### src/rtl/vcm_i2c_pkg.sv
// ---------------------------------------------------------------------------
// vcm_i2c_pkg
//   Shared definitions for the VCM driver I2C writer.
//   - state_e        : transaction state machine encoding
//   - NUM_BYTES      : bytes per write (address+W, data high, data low)
//   - QUARTERS_*     : SCL quarter-period bookkeeping
//   - bus_drive()    : maps (state, quarter, bit) to the open-drain enables
// ---------------------------------------------------------------------------
package vcm_i2c_pkg;

  typedef enum logic [2:0] {
    ST_IDLE,
    ST_START,
    ST_BIT,
    ST_ACK,
    ST_STOP,
    ST_DONE
  } state_e;

  localparam int NUM_BYTES         = 3;
  localparam int QUARTERS_PER_SLOT = 4;
  // START (4) + 27 bit/ack slots (108) + STOP (4)
  localparam int QUARTERS_FULL     = 116;

  // Returns {scl_oe, sda_oe}; 1 pulls the line low, 0 releases it.
  // SDA only moves while SCL is held low, except for the START (q1) and
  // STOP (q3) conditions themselves.
  function automatic logic [1:0] bus_drive(input state_e     st,
                                           input logic [1:0] q,
                                           input logic       bit_val);
    logic [1:0] d;
    d = 2'b00;
    case (st)
      ST_START: begin
        case (q)
          2'd0:    d = 2'b00;
          2'd1:    d = 2'b01;
          2'd2:    d = 2'b01;
          default: d = 2'b11;
        endcase
      end
      ST_BIT:  d = {(q == 2'd0) || (q == 2'd3), ~bit_val};
      ST_ACK:  d = {(q == 2'd0) || (q == 2'd3), 1'b0};
      ST_STOP: begin
        case (q)
          2'd0:    d = 2'b11;
          2'd1:    d = 2'b01;
          2'd2:    d = 2'b01;
          default: d = 2'b00;
        endcase
      end
      default: d = 2'b00;
    endcase
    return d;
  endfunction

endpackage

### src/rtl/vcm_i2c_tick_gen.sv
// ---------------------------------------------------------------------------
// vcm_i2c_tick_gen
//   Quarter-period timebase for the I2C writer.
//   clk     in  system clock
//   rst     in  asynchronous active-high reset
//   clr     in  synchronous clear (restart at quarter 0, count 0)
//   tick    out high in the last cycle of each quarter (count == CLK_DIV-1)
//   quarter out index of the current quarter within a 4-quarter slot
// ---------------------------------------------------------------------------
module vcm_i2c_tick_gen #(
  parameter int CLK_DIV = 125
) (
  input  logic       clk,
  input  logic       rst,
  input  logic       clr,
  output logic       tick,
  output logic [1:0] quarter
);

  localparam int            CW   = (CLK_DIV > 1) ? $clog2(CLK_DIV) : 1;
  localparam logic [CW-1:0] LAST = CW'(CLK_DIV - 1);

  logic [CW-1:0] cnt_q, cnt_d;
  logic [1:0]    quarter_q, quarter_d;

  assign tick    = (cnt_q == LAST);
  assign quarter = quarter_q;

  always_comb begin
    cnt_d     = cnt_q + 1'b1;
    quarter_d = quarter_q;
    if (clr) begin
      cnt_d     = '0;
      quarter_d = 2'd0;
    end else if (tick) begin
      cnt_d     = '0;
      quarter_d = quarter_q + 2'd1;
    end
  end

  always_ff @(posedge clk or posedge rst) begin
    if (rst) begin
      cnt_q     <= '0;
      quarter_q <= 2'd0;
    end else begin
      cnt_q     <= cnt_d;
      quarter_q <= quarter_d;
    end
  end

endmodule

### src/rtl/vcm_i2c_writer.sv
// ---------------------------------------------------------------------------
// vcm_i2c_writer
//   Sends a 16-bit lens-position word to the VCM driver as one I2C write:
//   START, {DEV_ADDR,W}, VCM_DATA[15:8], VCM_DATA[7:0], STOP.
//   CLK      in  system clock
//   RESET    in  asynchronous active-high reset (releases both lines at once)
//   VCM_DATA in  word to send, sampled only when a request is taken
//   WR_REQ   in  one-cycle request strobe
//   SDA_IN   in  synchronised SDA pad level (ACK sampling)
//   SCL_OE   out 1 = pull SCL low
//   SDA_OE   out 1 = pull SDA low
//   BUSY     out transaction in progress
//   DONE     out one-cycle end-of-transaction pulse
//   ACK_ERR  out last transaction saw a NACK
//
// Request handshake: WR_REQ is a fire-and-forget strobe with no ready.
// In IDLE it starts a transaction at once; at any other time it is stored
// as a single pending word (latest wins) that starts the cycle after DONE.
// ---------------------------------------------------------------------------
module vcm_i2c_writer #(
  parameter int         CLK_DIV  = 125,
  parameter logic [6:0] DEV_ADDR = 7'h0C
) (
  input  logic        CLK,
  input  logic        RESET,
  input  logic [15:0] VCM_DATA,
  input  logic        WR_REQ,
  input  logic        SDA_IN,
  output logic        SCL_OE,
  output logic        SDA_OE,
  output logic        BUSY,
  output logic        DONE,
  output logic        ACK_ERR
);

  import vcm_i2c_pkg::*;

  state_e      state_q, state_d;
  logic [2:0]  bit_idx_q, bit_idx_d;
  logic [1:0]  byte_idx_q, byte_idx_d;
  logic [23:0] shift_q, shift_d;
  logic        pending_q, pending_d;
  logic [15:0] pend_data_q, pend_data_d;
  logic        busy_q, busy_d;
  logic        done_q, done_d;
  logic        ack_err_q, ack_err_d;
  logic        scl_oe_q, scl_oe_d;
  logic        sda_oe_q, sda_oe_d;

  logic        tick;
  logic [1:0]  quarter;
  logic [1:0]  next_quarter;
  logic        slot_end;
  logic        start_txn;
  logic [15:0] txn_data;

  vcm_i2c_tick_gen #(
    .CLK_DIV (CLK_DIV)
  ) u_tick_gen (
    .clk     (CLK),
    .rst     (RESET),
    .clr     (start_txn),
    .tick    (tick),
    .quarter (quarter)
  );

  always_comb begin
    state_d     = state_q;
    bit_idx_d   = bit_idx_q;
    byte_idx_d  = byte_idx_q;
    shift_d     = shift_q;
    pending_d   = pending_q;
    pend_data_d = pend_data_q;
    busy_d      = busy_q;
    done_d      = 1'b0;
    ack_err_d   = ack_err_q;

    slot_end  = tick && (quarter == 2'(QUARTERS_PER_SLOT - 1));
    // DONE doubles as an accept slot so a queued or coincident request
    // begins the very next cycle.
    start_txn = ((state_q == ST_IDLE) && WR_REQ) ||
                ((state_q == ST_DONE) && (WR_REQ || pending_q));
    txn_data  = WR_REQ ? VCM_DATA : pend_data_q;

    case (state_q)
      ST_START: begin
        if (slot_end) begin
          state_d    = ST_BIT;
          bit_idx_d  = 3'd0;
          byte_idx_d = 2'd0;
        end
      end
      ST_BIT: begin
        if (slot_end) begin
          shift_d = {shift_q[22:0], 1'b0};
          if (bit_idx_q == 3'd7) begin
            state_d = ST_ACK;
          end else begin
            bit_idx_d = bit_idx_q + 3'd1;
          end
        end
      end
      ST_ACK: begin
        if (tick && (quarter == 2'd2) && SDA_IN) begin
          ack_err_d = 1'b1;
        end
        // ack_err_q only reflects this transaction: it is cleared on accept.
        if (slot_end) begin
          if (ack_err_q || (byte_idx_q == 2'(NUM_BYTES - 1))) begin
            state_d = ST_STOP;
          end else begin
            state_d    = ST_BIT;
            byte_idx_d = byte_idx_q + 2'd1;
            bit_idx_d  = 3'd0;
          end
        end
      end
      ST_STOP: begin
        if (slot_end) begin
          state_d = ST_DONE;
          busy_d  = 1'b0;
          done_d  = 1'b1;
        end
      end
      ST_DONE: begin
        state_d = ST_IDLE;
      end
      default: begin
      end
    endcase

    if (start_txn) begin
      state_d    = ST_START;
      shift_d    = {DEV_ADDR, 1'b0, txn_data};
      bit_idx_d  = 3'd0;
      byte_idx_d = 2'd0;
      busy_d     = 1'b1;
      ack_err_d  = 1'b0;
      pending_d  = 1'b0;
    end else if (WR_REQ) begin
      pending_d   = 1'b1;
      pend_data_d = VCM_DATA;
    end

    // Outputs are registered for the position the FSM enters next, so the
    // pins always match the current (state, quarter).
    if (start_txn) begin
      next_quarter = 2'd0;
    end else if (tick) begin
      next_quarter = quarter + 2'd1;
    end else begin
      next_quarter = quarter;
    end
    {scl_oe_d, sda_oe_d} = bus_drive(state_d, next_quarter, shift_d[23]);
  end

  always_ff @(posedge CLK or posedge RESET) begin
    if (RESET) begin
      state_q     <= ST_IDLE;
      bit_idx_q   <= 3'd0;
      byte_idx_q  <= 2'd0;
      shift_q     <= 24'd0;
      pending_q   <= 1'b0;
      pend_data_q <= 16'd0;
      busy_q      <= 1'b0;
      done_q      <= 1'b0;
      ack_err_q   <= 1'b0;
      scl_oe_q    <= 1'b0;
      sda_oe_q    <= 1'b0;
    end else begin
      state_q     <= state_d;
      bit_idx_q   <= bit_idx_d;
      byte_idx_q  <= byte_idx_d;
      shift_q     <= shift_d;
      pending_q   <= pending_d;
      pend_data_q <= pend_data_d;
      busy_q      <= busy_d;
      done_q      <= done_d;
      ack_err_q   <= ack_err_d;
      scl_oe_q    <= scl_oe_d;
      sda_oe_q    <= sda_oe_d;
    end
  end

  assign SCL_OE  = scl_oe_q;
  assign SDA_OE  = sda_oe_q;
  assign BUSY    = busy_q;
  assign DONE    = done_q;
  assign ACK_ERR = ack_err_q;

endmodule

### config.mk
export PLATFORM = sky130hd
export DESIGN_NAME = vcm_i2c_writer
export DESIGN_NICKNAME = d
export VERILOG_FILES = /design/src/rtl/vcm_i2c_pkg.sv /design/src/rtl/vcm_i2c_tick_gen.sv /design/src/rtl/vcm_i2c_writer.sv
export SDC_FILE = /design/constraint.sdc
export NUM_CORES = 1
export LEC_CHECK = 0
export ABC_CLOCK_PERIOD_IN_PS = 6500
export BUFFER_PORTS_ARGS = -buffer_cell sky130_fd_sc_hd__buf_2
export CORE_MARGIN = 3
export CORE_UTILIZATION = 63
export CTS_CLUSTER_DIAMETER = 120
export DETAILED_ROUTE_END_ITERATION = 7
export PLACE_DENSITY = 0.91
export REMOVE_ABC_BUFFERS = 1
export SETUP_SLACK_MARGIN = 0.3
export SYNTH_ARGS = -nofsm -noshare
export SYNTH_HDL_FRONTEND = slang
export SYNTH_SLANG_ARGS = --single-unit
### constraint.sdc
create_clock -name CLK -period 6.5 [get_ports CLK]
set_clock_uncertainty 0.05 [all_clocks]
set_input_delay 0.65 -clock CLK [delete_from_list [all_inputs] [get_ports CLK]]
set_output_delay 0.65 -clock CLK [all_outputs]
set_load 0.02 [all_outputs]
==> impl_metrics.py, run 1 <==
metrics = {
    "status": {
        "outcome": "completed",
    },
    "synth": {
        "synth_top_family_by_area": "simple AND/OR/NAND/NOR gates",
        "yosysSeqAreaShare_pct": 52.3,
        "netlist_instances": 278,
        "syn-cell-area_sq_um": 3020,
        "synth_fa_ha_area_share_pct": 3.73,
        "synth.area.top_cells": "dfrtp_1 52%, mux2i_1 6.6%, nor2_1 5.2%, a221o_1 5.0%, ha_1 3.7%",
        "synth-edff-count": 0,
        "synth.area.mux_share_pct": 10.1,
        "yosys_warnings": 0,
        "ys_ff_latch": 63,
        "synth_xor_area_share_pct": 1.74,
        "synth_flop_cell": "dfrtp_1",
        "synth-compound-area-share_pct": 13.8,
        "synth_cell_type_count": 46,
        "async_reset_ff_share_pct": 100,
        "yosysTopAreaCell": "dfrtp_1",
        "synthSimpleGateAreaFrac_pct": 14.3,
        "yosysTopAreaCellShare_pct": 52.3,
        "postSynthAreaPerCell_sq_um": 10.8,
    },
    "finish": {
        "fin_area_sq_um": 3330,
        "syn2layout_area_growth_pct": 10.3,
        "fin_util_pct": 74.4,
        "nets": 331,
        "num_antenna_cells": 0,
        "drive_above_1_share_pct": 20.8,
    },
    "timing": {
        "slew_violations": 0,
        "fin_ws_ns": 3.70,
        "tns_ns": 0,
        "tightest_slew_ns": 1.06,
        "relSlewSlack_pct": 29.3,
        "grt_setup_unrepaired": "no",
        "period_minus_slack_ns": 2.80,
        "finalSetupViolCount": 0,
        "fmax_ghz": 0.357,
        "min_period_over_period_pct": 43.0,
        "finalHoldViolCount": 0,
    },
    "worst_hold_path": {
        "min_from": "shift_q[16]",
        "hp-class": "reg -> reg",
    },
    "route": {
        "drtIter0Drc": 129,
        "wire_per_inst_microns": 15.7,
        "highest_layer": "met4",
        "dr_wl_met3_microns": 210,
        "antenna_left": 0,
        "drc": 0,
        "wl_microns": 5650,
        "route.met2.wl_microns": 2770,
        "viasPerCell": 5.83,
        "dr_total_vias": 2093,
        "drt-met1-wl_microns": 2560,
        "drt-pass1-iter-count": 5,
    },
    "cts": {
        "tritoncts": "yes",
        "postCtsResizedCells": 0,
        "ctsHoldBuffers": 0,
        "clock-sinks": 63,
        "cts_made_buffers": 9,
        "cts.root.buffer_cell": "clkbuf_8",
        "post_cts_buffers": 0,
        "clk_pin_slew_ns": 0.07,
        "clock_latency_ns": 0.34,
        "clock_path_buffers": 2,
        "cts.htree.levels": 3,
    },
    "worst_setup_path": {
        "cp_slowest_cell": "dfrtp_1",
        "critPathRequiredTime_ns": 6.70,
        "worst-path-buf-inv": 3,
        "critPathTopFamily": "simple AND/OR/NAND/NOR gates",
        "worstSetupPathType": "reg -> reg",
        "crit_chain": "and2_1 > o21ai_1 > a21o_1 > buf_4 > nand2_1 > inv_1 > ha_1 > inv_1 > or2_2 > mux2_4 > o32ai_2",
        "r2r_start": "state_q[2]",
        "cp-start-kind": "flip-flop",
        "critPathCaptureType": "flip-flop",
        "cpMostUsedCell": "inv_1",
        "crit_start": "state_q[2]",
        "critPathMaxStageDelay_ns": 0.50,
        "crit_fanout": 44,
        "critPathArrivalTime_ns": 3.00,
    },
    "placed_design": {
        "gp_congestion": 0.770,
        "placed_area_sq_um": 3140,
        "hpwl_microns": 3630,
        "pre_cts_slack_ns": 3.52,
        "port_buffers": 24,
    },
    "pwr": {
        "p_leak_nw": 1.61,
        "power.density_cell_area_nw_per_um2": 235,
        "p_total_w": 0.000781,
        "vdd_drop_max_mv": 0.201,
    },
    "die": {
        "io_pins": 25,
        "coreArea_sq_um": 4470,
        "initial_utilization_pct": 67.4,
        "placementRows": 24,
        "die_h_microns": 75.2,
        "dieArea_sq_um": 5650,
        "die_x_microns": 75.2,
    },
    "global_route": {
        "grt_start_max_net_pins": 64,
        "grt_usage_pct": 22.3,
        "grt-ovfl-total": 0,
        "grt_pass1_wl_microns": 9320,
        "antenna_found_initial": 0,
        "grt_pass1_vias": 1961,
    },
    "flow_run": {
        "maxCapViolCount": 0,
    },
}
-- layer usage --
| metal | up-vias | track usage, % |
|---|---|---|
| met2 | 33 | 34.4 |
| li1 | 1018 | - |
| met3 | 12 | 6.14 |
| met4 | 0 | 9.71 |
| met1 | 1030 | 29.7 |
| met5 | - | 0 |
-- worst reg2reg max path, stage by stage (launching register included) --
cell     delay [ns]
dfrtp_1        0.50
and2_1         0.26
o21ai_1        0.21
a21o_1         0.20
buf_4          0.40
nand2_1        0.15
inv_1          0.10
ha_1           0.14
inv_1          0.04
or2_2          0.28
mux2_4         0.27
o32ai_2        0.12
-- stage by stage --
stage | cells | hold WS, ns
final | 359 | 0.439
after global routing | 359 | 0.469
after CTS | 359 | 0.443
after detailed placement | 343 | 0.427
after global placement | 343 | 0.413
after floorplan | 265 | 0.397
-- layout make-up --
cell class / instances / area [sq um]
clock buffers: 10 / 128
clock inverters: 6 / 61.3
fillers: 310 / 1150
inverters: 12 / 45.0
multi-input cells: 190 / 1320
flip-flops and latches: 63 / 1580
well taps: 52 / 65.1
repair buffers: 26 / 135
-- synth_stat cells (8+ instances only) --
library cell	instances
a21oi_1	10
a221o_1	15
buf_2	9
dfrtp_1	63
ha_1	9
inv_1	12
mux2_2	8
mux2i_1	20
nand2_1	25
nor2_1	42
o21ai_0	15
-- sequential cells by signal, summed over array words and instances (netlist names) --
| signal | flops |
|---|---|
| state_q | 3 |
| SDA_OE | 1 |
| u_tick_gen.cnt_q | 7 |
| DONE | 1 |
| BUSY | 1 |
| pend_data_q | 16 |
| byte_idx_q | 2 |
| u_tick_gen.quarter | 2 |
| bit_idx_q | 3 |
| pending_q | 1 |
| shift_q | 24 |
| SCL_OE | 1 |
| ACK_ERR | 1 |
-- power by group --
group | internal, W | leakage, nW | switching (W)
Sequential | 0.000407 | 0.749 | 0.00000854
Combinational | 0.0000201 | 0.767 | 0.0000216
Clock | 0.000176 | 0.0960 | 0.000149
Total | 0.000603 | 1.61 | 0.000179
-- cells in the final DEF (no fill, tap or decap), drive strengths merged, types with 3 or more instances in the layout --
master | netlist | final
or2 | 3 | 3
o21ai | 17 | 17
dfrtp | 63 | 63
clkinv | 0 | 4
mux2i | 20 | 20
inv | 12 | 12
buf | 10 | 26
a21oi | 11 | 11
xnor2 | 4 | 4
mux2 | 9 | 9
nand3 | 3 | 3
nand2 | 26 | 26
nor3 | 4 | 4
and2 | 4 | 4
clkbuf | 3 | 10
ha | 9 | 9
a221o | 15 | 15
nor2 | 44 | 44
-- final timing paths --
path | endpoint | slack [ns] | depth (start not counted)
hold / removal | shift_q[17] | 0.44 | 2
min in group asynchronous | u_tick_gen.cnt_q[0] | 0.48 | 3
hold reg to reg | shift_q[17] | 0.44 | 2
setup / recovery | SCL_OE | 3.70 | 11
setup reg to reg | SCL_OE | 3.70 | 11
max in group asynchronous | u_tick_gen.quarter[0] | 5.44 | 3
-- cell families after synthesis --
logic type / count (synthesis)
AND/OR/NAND/NOR: 92
flip-flops: 63
AO/OA/AOI/OAI: 54
multiplexers: 29
buffers and inverters: 25
adder cells (fa/ha/maj): 9
XOR/XNOR: 6
Power figures use the tool's default switching activity.
==> inputs of run 2 (changes only) <==
Settings changed: ABC_CLOCK_PERIOD_IN_PS 6500 to 2700, CORE_UTILIZATION 63 to 59, PLACE_DENSITY 0.91 to 0.87.
Clock period 6.5 ns to 2.7 ns, I/O delays scaled along.
==> run 2 against run 1 <==
Non-clock buffer count increased by 10. Largest cell class unchanged. Via count up 3.3%. Worst hold slack got worse by 0.31 ns.
==> impl_metrics.py, run 2 (synthesized netlist as in run 1, its figures left out) <==
metrics = {
    "worst_setup_path": {
        "critPathRequiredTime_ns": 2.89,
        "crit_chain": "inv_1 > ha_2 > and4_4 > nand3_4 > xnor2_2 > or2_4 > inv_2 > ha_1 > inv_1 > or2_4 > mux2_4 > o32ai_2",
        "critPathArrivalTime_ns": 2.50,
        "cp_slowest_cell": "dfrtp_1",
        "rrSetupSlack_ns": 0.40,
        "r2r_cells": 12,
        "r2r_start": "u_tick_gen.cnt_q[1]",
        "worst-path-buf-inv": 3,
        "worstSetupPathType": "reg -> reg",
        "cp-start-kind": "flip-flop",
        "r2r-end": "SCL_OE",
        "critPathTopFamily": "simple AND/OR/NAND/NOR gates",
        "crit_fanout": 5,
        "critPathCaptureType": "flip-flop",
        "critPathMaxStageDelay_ns": 0.39,
    },
    "flow_run": {
        "maxCapViolCount": 0,
    },
    "finish": {
        "nets": 341,
        "fin_cells": 384,
        "fin_util_pct": 72.5,
        "fillers": 348,
        "syn2layout_area_growth_pct": 15.9,
        "layout_common_cells": "63 x dfrtp_1, 42 x nor2_1, 25 x nand2_1",
        "largest_register_ffs": 24,
        "reg_top3": "shift_q (24), pend_data_q (16), u_tick_gen.cnt_q (7)",
        "num_antenna_cells": 0,
        "drive_above_1_share_pct": 24.3,
        "final_common_cell": "dfrtp_1",
        "largest_register": "shift_q",
    },
    "worst_hold_path": {
        "whs_path_depth": 2,
        "min_from": "VCM_DATA[11]",
        "hp-class": "in -> reg",
        "hold_end": "pend_data_q[11]",
    },
    "pwr": {
        "power.density_cell_area_nw_per_um2": 577,
        "p_leak_nw": 1.69,
        "p_total_w": 0.00202,
        "vdd_drop_max_mv": 0.363,
    },
    "timing": {
        "tightest_slew_ns": 0.646,
        "fmax_ghz": 0.434,
        "slew_violations": 0,
        "min_period_over_period_pct": 85.3,
        "fin_ws_ns": 0.396,
        "grt_setup_unrepaired": "no",
        "relSlewSlack_pct": 56.4,
        "finalSetupViolCount": 0,
        "finalHoldViolCount": 0,
        "period_minus_slack_ns": 2.30,
    },
    "placed_design": {
        "gp_congestion": 0.847,
        "dp_cells": 364,
        "pre_cts_slack_ns": 0.128,
        "port_buffers": 24,
        "hpwl_microns": 3970,
    },
    "cts": {
        "tritoncts": "yes",
        "cts.htree.levels": 3,
        "cts_made_buffers": 9,
        "cts.root.buffer_cell": "clkbuf_8",
        "clock_path_buffers": 2,
        "clk_pin_slew_ns": 0.07,
        "clock_latency_ns": 0.33,
        "clock-sinks": 63,
    },
    "global_route": {
        "grt_pass1_vias": 2224,
        "grt_usage_pct": 22.0,
        "grt-ovfl-total": 0,
        "grt_pass1_wl_microns": 10300,
        "grt_util_met3_pct": 6.03,
        "met1_usage_pct": 27.1,
        "grt_start_max_net_pins": 47,
        "antenna_found_initial": 0,
        "grt.met2_usage_pct": 36.4,
        "busiest_layer": "met2",
    },
    "status": {
        "outcome": "completed",
    },
    "die": {
        "dieArea_sq_um": 6000,
        "placementRows": 25,
        "die_x_microns": 77.5,
        "initial_utilization_pct": 62.6,
        "io_pins": 25,
        "coreArea_sq_um": 4820,
        "die_h_microns": 77.5,
    },
    "route": {
        "wl_microns": 5930,
        "dr_total_vias": 2163,
        "drt-pass1-iter-count": 4,
        "wire_per_inst_microns": 15.4,
        "drtIter0Drc": 115,
        "viasPerCell": 5.63,
        "antenna_left": 0,
        "drc": 0,
    },
}
-- run 2: cell types whose count changed in the layout (fill, tap and decap cells not counted), moves of 2 or more --
cell | before | now
buf_4 | 2 | 10
clkinv_2 | 3 | 1
clkbuf_8 | 9 | 11
or2_4 | 0 | 2
or2_2 | 2 | 0
-- run 2: worst max-delay path by stage --
stage	slack, ns	depth (start not counted)	end	start
6_report	0.40	12	SCL_OE	u_tick_gen.cnt_q[1]
4_1_cts	0.36	12	SCL_OE	u_tick_gen.cnt_q[0]
5_1_grt	0.30	12	SCL_OE	u_tick_gen.cnt_q[1]
3_5_place_dp	0.13	12	SCL_OE	u_tick_gen.cnt_q[0]
2_1_floorplan	-0.16	10	SCL_OE	state_q[2]
3_3_place_gp	0.26	12	SCL_OE	u_tick_gen.cnt_q[0]
-- run 2: layout make-up --
| cell class | instances | area (sq um) | area share [%] |
|---|---|---|---|
| clock buffers | 13 | 159 | 4.55 |
| well taps | 67 | 83.8 | 2.40 |
| flip-flops and latches | 63 | 1580 | 45.1 |
| clock inverters | 3 | 65.1 | 1.86 |
| inverters | 12 | 45.0 | 1.29 |
| repair buffers | 36 | 216 | 6.20 |
| multi-input cells | 190 | 1350 | 38.6 |
-- run 2: where the power goes --
part | switching (W) | internal [W]
Clock | 0.000341 | 0.000570
Combinational | 0.0000524 | 0.0000511
Sequential | 0.0000205 | 0.000980
Total | 0.000414 | 0.00160
-- run 2: timing repair --
item,in CTS,in global routing
gates resized for setup,5,4
hold buffers,1,0
setup buffers,3,0
setup endpoints to repair,1,2
pin swaps,1,2
endpoints found under the hold margin,29,0
-- run 2: metrics by stage --
| stage | hold WS (ns) | setup TNS [ns] | area, sq um |
|---|---|---|---|
| 3_3_place_gp | 0.331 | 0 | 3200 |
| 5_1_grt | 0.132 | 0 | 3490 |
| 2_1_floorplan | 0.357 | -0.160 | 2940 |
| 4_1_cts | 0.114 | 0 | 3480 |
| 3_5_place_dp | 0.338 | 0 | 3200 |
| 6_report | 0.130 | 0 | 3490 |
-- run 2: layer usage --
| layer | part of all wire, % | vias to the layer above |
|---|---|---|
| met5 | 0 | - |
| met4 | 2.1 | 0 |
| met1 | 44 | 1063 |
| met2 | 51 | 45 |
| li1 | - | 1043 |
| met3 | 3.1 | 12 |
==> inputs of run 3 (changes only) <==
Settings changed: MAX_ROUTING_LAYER set to met4.
==> run 3 against run 2 <==
Combinational power about the same. Clock-buffer cell count unchanged. Worst setup slack better by 0.0028 ns. Register-to-register slack about the same. Global-route usage up 0.81 points. Largest power group unchanged. Highest routed layer unchanged.
==> impl_metrics.py, run 3 (synthesized netlist as in run 1, its figures left out) <==
metrics = {
    "status": {
        "outcome": "completed",
    },
    "global_route": {
        "grt_usage_pct": 22.8,
        "grt_pass1_wl_microns": 10400,
        "grt_start_max_net_pins": 47,
        "grt-ovfl-total": 0,
        "antenna_found_initial": 0,
        "grt_pass1_vias": 2215,
    },
    "cts": {
        "cts.htree.levels": 3,
        "clk_pin_slew_ns": 0.07,
        "cts.root.buffer_cell": "clkbuf_8",
        "cts_made_buffers": 9,
        "tritoncts": "yes",
        "clock-sinks": 63,
        "clock_path_buffers": 2,
        "clock_latency_ns": 0.34,
    },
    "finish": {
        "largest_register_ffs": 24,
        "syn2layout_area_growth_pct": 15.9,
        "fin_area_sq_um": 3490,
        "multi_input_area_sq_um": 1350,
        "largest_register": "shift_q",
        "drive_above_1_share_pct": 24.3,
        "reg_top3": "shift_q (24), pend_data_q (16), u_tick_gen.cnt_q (7)",
        "final_common_cell": "dfrtp_1",
        "layout_common_cells": "63 x dfrtp_1, 42 x nor2_1, 25 x nand2_1",
        "num_antenna_cells": 0,
        "seq_area_sq_um": 1580,
        "nets": 341,
        "fillers": 348,
    },
    "pwr": {
        "power_frac_comb_pct": 5.1,
        "p_switching_w": 0.000420,
        "clkPwrFrac_pct": 45.4,
        "power.density_cell_area_nw_per_um2": 579,
        "power.internal_w": 0.00160,
        "p_seq_share_pct": 49.5,
        "switching_share_pct": 20.8,
        "vdd_drop_max_mv": 0.362,
        "p_leak_nw": 1.69,
        "p_total_w": 0.00202,
    },
    "die": {
        "initial_utilization_pct": 62.6,
        "die_h_microns": 77.5,
        "dieArea_sq_um": 6000,
        "die_x_microns": 77.5,
        "io_pins": 25,
        "coreArea_sq_um": 4820,
        "placementRows": 25,
    },
    "timing": {
        "relSlewSlack_pct": 56.3,
        "finalSetupViolCount": 0,
        "min_period_over_period_pct": 85.2,
        "grt_setup_unrepaired": "no",
        "holdWs_ns": 0.126,
        "slew_violations": 0,
        "tightest_slew_ns": 0.649,
        "finalHoldViolCount": 0,
        "tns_ns": 0,
        "period_minus_slack_ns": 2.30,
        "fmax_ghz": 0.434,
    },
    "worst_setup_path": {
        "critPathRequiredTime_ns": 2.90,
        "critPathArrivalTime_ns": 2.50,
        "worstSetupPathType": "reg -> reg",
        "crit_fanout": 5,
        "critPathCaptureType": "flip-flop",
        "cp-start-kind": "flip-flop",
    },
    "route": {
        "drtIter0Drc": 126,
        "dr_total_vias": 2167,
        "wire_per_inst_microns": 15.6,
        "wl_microns": 5990,
        "antenna_left": 0,
        "viasPerCell": 5.64,
        "drt-pass1-iter-count": 5,
        "drc": 0,
    },
    "placed_design": {
        "placed_area_sq_um": 3200,
        "gp_congestion": 0.860,
        "hpwl_microns": 3970,
        "port_buffers": 24,
    },
    "flow_run": {
        "maxCapViolCount": 0,
    },
    "worst_hold_path": {
        "hp-class": "in -> reg",
    },
}
run 3: cell counts in the layout (fill, tap and decap cells not counted):
Identical to the previous run, type by type.
run 3: through the flow:
step                      std cells  util, %  worst slack [ns]
after floorplan                 265        -            -0.160
after global placement          364     66.5             0.260
after detailed placement        364     66.5             0.128
after CTS                       384     72.2             0.357
after global routing            384     72.5             0.296
final                           384     72.5             0.398
run 3: repair_timing:
action | in CTS | in global routing
resized for setup | 5 | 4
pin swaps | 1 | 2
endpoints found under the setup margin | 1 | 2
buffers inserted | 3 | 0
hold buffers | 1 | 0
endpoints found under the hold margin | 29 | 0
run 3: cell type report:
class                           instances  area share (%)
Clock buffer                           13            4.55
Clock inverter                          3            1.86
Inverter                               12            1.29
Multi-Input combinational cell        190            38.6
Sequential cell                        63            45.1
Tap cell                               67            2.40
Timing Repair Buffer                   36            6.20
run 3: power groups by stage:
stage | Sequential [W] | Clock (W) | Combinational [W]
after floorplan | 0.00101 | 0 | 0.0000661
after global placement | 0.00101 | 0 | 0.0000992
after detailed placement | 0.00102 | 0 | 0.000104
after CTS | 0.00100 | 0.000929 | 0.000106
after global routing | 0.00100 | 0.000976 | 0.000117
final | 0.00100 | 0.000917 | 0.000104
run 3: critical path: stages, from the launching register on:
cell,delay (ns)
dfrtp_1,0.39
inv_1,0.07
ha_2,0.16
and4_4,0.23
nand3_4,0.11
xnor2_2,0.16
or2_4,0.23
inv_2,0.05
ha_1,0.14
inv_1,0.05
or2_4,0.23
mux2_4,0.27
o32ai_2,0.09
run 3: metal layers:
layer	global-route usage [%]	wire length (microns)	vias up	part of all wire (%)
li1	-	-	1037	-
met1	27.6	2640	1085	44
met2	36.1	3040	33	51
met3	7.77	199	12	3.3
met4	7.47	110	0	1.8
met5	-	0	-	0
run 3: final timing paths:
path | start | end | slack [ns] | cells after the start
setup / recovery | u_tick_gen.cnt_q[1] | SCL_OE | 0.40 | 12
hold / removal | VCM_DATA[11] | pend_data_q[11] | 0.13 | 2
setup reg to reg | u_tick_gen.cnt_q[1] | SCL_OE | 0.40 | 12
hold reg to reg | shift_q[20] | shift_q[21] | 0.45 | 2
max in group asynchronous | RESET | pending_q | 1.42 | 4
min in group asynchronous | RESET | shift_q[6] | 0.51 | 3
